## src/rtl/modelado_pkg.sv

```systemverilog
// Shared definitions for the Q16.16 sequential multiplier: default widths,
// FSM state type, saturation limits and the sign/saturation helper.
package modelado_pkg;

    localparam int DEF_WIDTH = 32;
    localparam int DEF_FRAC  = 16;
    // Width of the product magnitude after the fractional shift.
    localparam int MAG_W     = 2 * DEF_WIDTH - DEF_FRAC;

    localparam logic [DEF_WIDTH-1:0] Q_MAX = 32'h7FFF_FFFF;
    localparam logic [DEF_WIDTH-1:0] Q_MIN = 32'h8000_0000;

    typedef enum logic [1:0] {
        IDLE   = 2'd0,
        BUSY   = 2'd1,
        FINISH = 2'd2
    } state_t;

    typedef struct packed {
        logic                 ovf;
        logic [DEF_WIDTH-1:0] val;
    } sat_t;

    // Apply the sign to a truncated magnitude and clamp to the Q16.16 range.
    // A zero magnitude is always +0, whatever the sign bit says.
    function automatic sat_t sat_q(input logic neg, input logic [MAG_W-1:0] mag);
        sat_t r;
        r.ovf = 1'b0;
        r.val = '0;
        if (mag == '0) begin
            r.val = '0;
        end else if (!neg) begin
            if (mag > MAG_W'(Q_MAX)) begin
                r.ovf = 1'b1;
                r.val = Q_MAX;
            end else begin
                r.val = mag[DEF_WIDTH-1:0];
            end
        end else begin
            // -2^31 is representable, so only magnitudes beyond it clamp.
            if (mag > MAG_W'(Q_MIN)) begin
                r.ovf = 1'b1;
                r.val = Q_MIN;
            end else begin
                r.val = ~mag[DEF_WIDTH-1:0] + 1'b1;
            end
        end
        return r;
    endfunction

endpackage

```

## src/rtl/modelado_shift_add.sv

```systemverilog
// Radix-2 shift-add datapath: unsigned magnitudes in, 2*WIDTH-bit product out.
// One multiplier bit is consumed per step, LSB first.
module modelado_shift_add
    import modelado_pkg::*;
#(
    parameter int WIDTH = DEF_WIDTH
) (
    input  logic                 clk,
    input  logic                 rst_n,
    input  logic                 load,
    input  logic                 step,
    input  logic [WIDTH-1:0]     a,
    input  logic [WIDTH-1:0]     b,
    output logic [2*WIDTH-1:0]   acc,
    output logic                 last
);

    localparam int CNT_W = $clog2(WIDTH);

    logic [2*WIDTH-1:0] mcand;
    logic [WIDTH-1:0]   mplier;
    logic [CNT_W-1:0]   cnt;

    // The step that sees an all-ones counter is the final iteration.
    assign last = (cnt == '1);

    // Load operands, then shift multiplicand left / multiplier right per step.
    always_ff @(posedge clk or negedge rst_n) begin
        if (!rst_n) begin
            mcand  <= '0;
            mplier <= '0;
            acc    <= '0;
            cnt    <= '0;
        end else if (load) begin
            mcand  <= {{WIDTH{1'b0}}, a};
            mplier <= b;
            acc    <= '0;
            cnt    <= '0;
        end else if (step) begin
            if (mplier[0])
                acc <= acc + mcand;
            mcand  <= mcand << 1;
            mplier <= mplier >> 1;
            cnt    <= cnt + 1'b1;
        end
    end

endmodule

```

## src/rtl/modelado_core.sv

```systemverilog
// Sequential signed Q16.16 multiplier with start/done handshake.
// Sign-magnitude split on entry, shift-add on magnitudes, then truncate
// toward zero and saturate on exit.
module modelado_core
    import modelado_pkg::*;
#(
    parameter int WIDTH = DEF_WIDTH,
    parameter int FRAC  = DEF_FRAC
) (
    input  logic             clk,
    input  logic             rst_n,
    input  logic             start,
    input  logic [WIDTH-1:0] x,
    input  logic [WIDTH-1:0] y,
    output logic             busy,
    output logic             done,
    output logic [WIDTH-1:0] result,
    output logic             overflow
);

    state_t             state, state_nx;
    logic               load, step, last;
    logic               neg_q;
    logic [WIDTH-1:0]   x_mag, y_mag;
    logic [2*WIDTH-1:0] acc;
    sat_t               sat;

    // Two's complement magnitude; 0x80000000 naturally becomes 2^31.
    assign x_mag = x[WIDTH-1] ? (~x + 1'b1) : x;
    assign y_mag = y[WIDTH-1] ? (~y + 1'b1) : y;

    assign sat  = sat_q(neg_q, acc[2*WIDTH-1:FRAC]);
    assign busy = (state != IDLE);

    modelado_shift_add #(.WIDTH(WIDTH)) u_shift_add (
        .clk   (clk),
        .rst_n (rst_n),
        .load  (load),
        .step  (step),
        .a     (x_mag),
        .b     (y_mag),
        .acc   (acc),
        .last  (last)
    );

    // State register.
    always_ff @(posedge clk or negedge rst_n) begin
        if (!rst_n) state <= IDLE;
        else        state <= state_nx;
    end

    // Next-state and datapath controls.
    always_comb begin
        state_nx = state;
        load     = 1'b0;
        step     = 1'b0;
        case (state)
            IDLE: begin
                if (start) begin
                    load     = 1'b1;
                    state_nx = BUSY;
                end
            end
            BUSY: begin
                step = 1'b1;
                if (last) state_nx = FINISH;
            end
            FINISH:  state_nx = IDLE;
            default: state_nx = IDLE;
        endcase
    end

    // Result sign is captured with the operands since x/y may move afterwards.
    always_ff @(posedge clk or negedge rst_n) begin
        if (!rst_n)    neg_q <= 1'b0;
        else if (load) neg_q <= x[WIDTH-1] ^ y[WIDTH-1];
    end

    // Registered outputs: result/overflow hold until the next completion.
    always_ff @(posedge clk or negedge rst_n) begin
        if (!rst_n) begin
            result   <= '0;
            overflow <= 1'b0;
            done     <= 1'b0;
        end else begin
            done <= 1'b0;
            if (state == FINISH) begin
                result   <= sat.val;
                overflow <= sat.ovf;
                done     <= 1'b1;
            end
        end
    end

endmodule

```

## config.mk

```make
export PLATFORM = sky130hd
export DESIGN_NAME = modelado_core
export DESIGN_NICKNAME = d
export VERILOG_FILES = /design/src/rtl/modelado_pkg.sv /design/src/rtl/modelado_shift_add.sv /design/src/rtl/modelado_core.sv
export SDC_FILE = /design/constraint.sdc
export NUM_CORES = 1
export LEC_CHECK = 0
export ABC_AREA = 1
export CORE_MARGIN = 3
export CORE_UTILIZATION = 62
export DETAILED_ROUTE_END_ITERATION = 6
export PLACE_DENSITY = 0.83
export RECOVER_POWER = 50
export SLEW_MARGIN = 30
export SYNTH_ARGS = -nofsm -noshare
export SYNTH_HDL_FRONTEND = slang
export SYNTH_SLANG_ARGS = --single-unit
```

## constraint.sdc

```tcl
create_clock -name clk -period 2.4 [get_ports clk]
set_input_delay 0.36 -clock clk [delete_from_list [all_inputs] [get_ports clk]]
set_output_delay 0.36 -clock clk [all_outputs]
set_load 0.02 [all_outputs]
```

==> summary by stage <==
GRT
The via count of the first global-routing pass is 17400. The total global-route track usage is 0.372. The wire length of the first global-routing pass is 87200 µm. The remaining global-route overflow is 0. The initial antenna violation count is 0.

Entering global routing, the biggest net connects 80 pins.

Synth
The number of standard cells after synthesis is 2778. The synthesis warning total is 0. The number of nets produced by synthesis is 2914. The post-synthesis sequential area ratio is 0.302. Counting flops and latches in the post-synthesis netlist gives 202.

The post-synthesis average cell area is 6.03 µm². The post-synth design cell area is 16700 µm². The number of distinct library cells after synthesis is 40.

Clock tree
The H-tree depth reported by CTS is 1. The clock transition at the registers of the reported paths is 70 ps. The number of clock buffers added by TritonCTS is 21.

TritonCTS built the clock tree. The count of clock tree sinks is 202. At the later pin of the worst-skew pair, clock insertion delay measures 520 ps. The largest buffer count on any clock path is 3. The CTS root buffer is clkbuf_16.

Power and ir drop
The total power is 0.0262 W. The total power per unit cell area is 1350 nW/µm². The standby leakage power is 10.5 nW. The worst supply voltage drop on vdd is 0.759 mV.

Setup path
STA classifies the critical path startpoint as a register. The largest individual stage delay along the critical path comes from the cell dfrtp_1. The reg2reg setup slack is 100 ps. STA classifies the critical path endpoint as a register. The critical path goes through nor2_1, nand2_1, nor2_1, nand2_1, inv_1, nand2_2, buf_4, nand2_1, clkinvlp_4, o21ai_0, o21ai_0, nand2_1, nand2_1. The cell occurring most often along the worst timing path is nand2_1. The critical path contains buffers and inverters numbering 3 combined. The worst register-to-register path has a depth of 13.

The kind of cell adding the most delay to the critical path is simple AND/OR/NAND/NOR gates. The worst register-to-register path begins at u_shift_add.acc[60]. The longest individual stage delay on the worst path is 420 ps.

The required time reported for the critical path endpoint is 2810 ps. The capture instance of the worst register-to-register path is result[23]. The classification of the worst setup path is reg2reg.

For the worst setup path, the data arrival time is 2710 ps. Of all nets on the critical path, the largest fanout is 7.

Timing
The number of max-slew violations in the final report came to 28. Setup repair after global routing could not meet its margin everywhere. The worst-case headroom to the max-slew limit is -0.118. The slew at the pin with the worst max-slew slack is 1680 ps. The count of final setup violators is 0. The clock period minus final worst setup slack is 2300 ps.

Static timing analysis puts the maximum clock frequency at 0.435 GHz. In the finished design, the share of the clock period the worst path needs comes to 0.957. The hold violation total from the final report was 0. The worst clock skew on the final layout is 16.3 ps.

Die
The floorplan has 59 rows. The I/O pin count is 102. For this configuration, the core starts out at a cell density of 0.637. The die covers 29000 µm². The core area is 26300 µm². In this run the vertical extent of the chip is 170 µm. The die is 170 µm wide.

Placed design
The HPWL after detailed placement is 42000 µm. Routability-driven placement finished with a final weighted congestion of 1.08. In this run the tool buffered the top-level ports with 101 buffer cells.

Outcome
The final reports fail on capacitance limit, slew limit. The flow ran to the end, but the final reports show violations.

Layout
Relative to the synthesized area, the layout overhead comes to 15.9%. Of the cells placed in the final design, the portion with a size suffix greater than 1 is 0.0722. The library cells used most frequently in the layout, excluding fill and tap cells, are nand2_1 (1045), inv_1 (491), nor2_1 (225). For this run, the share of the core covered by cells in the final layout is 0.739. 0 antenna diodes ended up in the layout. The library cell used most frequently in the layout, excluding fill and tap cells, is nand2_1. The number of nets at the end of the flow is 3046.

Hold path
The path with the worst hold slack has its endpoint at result[27]. The path class of the tightest hold or removal check is reg2reg. Counting instances, the worst hold path has a depth of 2. The startpoint of the tightest hold check path is result[27].

Drt
In the routed design, unresolved DRC markers number 0. Detailed routing inserted a total of 18500 vias. The count of nets left with antenna violations after detail routing is 0. After detailed routing, the average wire length per cell comes to 16.8 µm. For this block, the routed nets add up to 54800 µm of wire. The first detailed-routing pass took 6 iterations. The first routing iteration left 1870 violations. Using the TritonRoute via totals, the vias-per-cell ratio works out to 5.68.

Run
The number of max-cap violations is 1.
state kept, by name, summed over array words and instances (netlist names):
signal and flops:
neg_q 1, u_shift_add.mcand 64, u_shift_add.cnt 5, done 1, u_shift_add.mplier 32, u_shift_add.acc 64
state 2, result 32, overflow 1
cell usage after synthesis (all sizes together):
cell | count | area (µm²)
nand2 | 1063 | 4020
inv | 496 | 1860
nor2 | 257 | 1040
dfrtp | 202 | 5050
o21ai | 181 | 955
nand3 | 172 | 906
a21oi | 91 | 455
ha | 68 | 851
clkbuf | 44 | 165
xor2 | 37 | 324
o22ai | 35 | 219
nor3 | 29 | 150
nand4 | 26 | 163
buf | 18 | 104
xnor2 | 15 | 131
a22o | 9 | 78.8
o221ai | 8 | 70.1
o211ai | 6 | 45.0
a22oi | 4 | 30.0
clkinv | 3 | 11.3
or2 | 3 | 18.8
a32o | 2 | 20.0
nor4 | 2 | 12.5
o21bai | 2 | 15.0
o31ai | 2 | 15.0
a2bb2oi | 1 | 8.76
a31oi | 1 | 6.26
fa | 1 | 20.0
repair_timing:
action,in CTS,in global routing
pin swaps,1,1
hold endpoints to repair,26,0
hold buffers,1,0
setup endpoints to repair,4,53
gates resized for setup,0,67
cloned,1,0
setup buffers,0,7
cells by family (layout without fill, tap and decap cells):
kind of cell / Yosys count / count (layout) / share of synthesized area
XOR/XNOR: 52 / 52 / 0.0272
flip-flops: 202 / 202 / 0.302
buffers and inverters: 561 / 706 / 0.128
AND/OR/NAND/NOR: 1552 / 1553 / 0.377
AO/OA/AOI/OAI: 342 / 342 / 0.115
adder cells (fa/ha/maj): 69 / 69 / 0.0520
where the power goes:
group          total (W)  switching [W]  internal, W
Sequential       0.00610        0.00130      0.00481
Clock            0.00334        0.00144      0.00190
Combinational     0.0168         0.0113      0.00546
Total             0.0262         0.0140       0.0122
routing by layer:
metal  part of all wire  global-route usage
met1               0.41               0.503
met2               0.44               0.599
met3              0.097              0.0548
met4              0.048               0.158
met5                  0                   0
layout make-up:
cell class / instances / area [µm²]
clock inverter: 6 / 62.6
tap: 335 / 419
fill: 2179 / 6870
sequential: 202 / 5060
clock buffer: 31 / 623
timing repair buffer: 170 / 1530
multi-input combinational: 2016 / 9840
inverter: 499 / 1880
metrics by stage:
stage	instances	setup WS [ps]	hold slack, ps	TNS, ps	cell area, µm²
floorplan	2778	468	64.4	0	16700
global placement	3213	73.6	263	0	18400
detailed placement	3213	-87.6	264	-274	18400
CTS	3252	19.6	304	0	19100
global route	3259	-158	491	-278	19400
finish	3259	103	476	0	19400
worst max path at each step:
stage                              start             endpoint  cells after the start
detailed placement   u_shift_add.acc[16]            result[6]                     14
floorplan             u_shift_add.acc[0]  u_shift_add.acc[40]                     13
CTS                 u_shift_add.mcand[9]  u_shift_add.acc[47]                     14
global placement      u_shift_add.acc[0]  u_shift_add.acc[52]                     12
finish               u_shift_add.acc[60]           result[23]                     13
global route         u_shift_add.acc[20]           result[23]                     14
worst register-to-register path: cells and delay by family (launching register included):
family	cells	cell delay, ps
flip-flops	1	420
AO/OA/AOI/OAI	2	380
buffers and inverters	3	470
AND/OR/NAND/NOR	8	930
No activity file was read; power rests on OpenSTA's default activity.
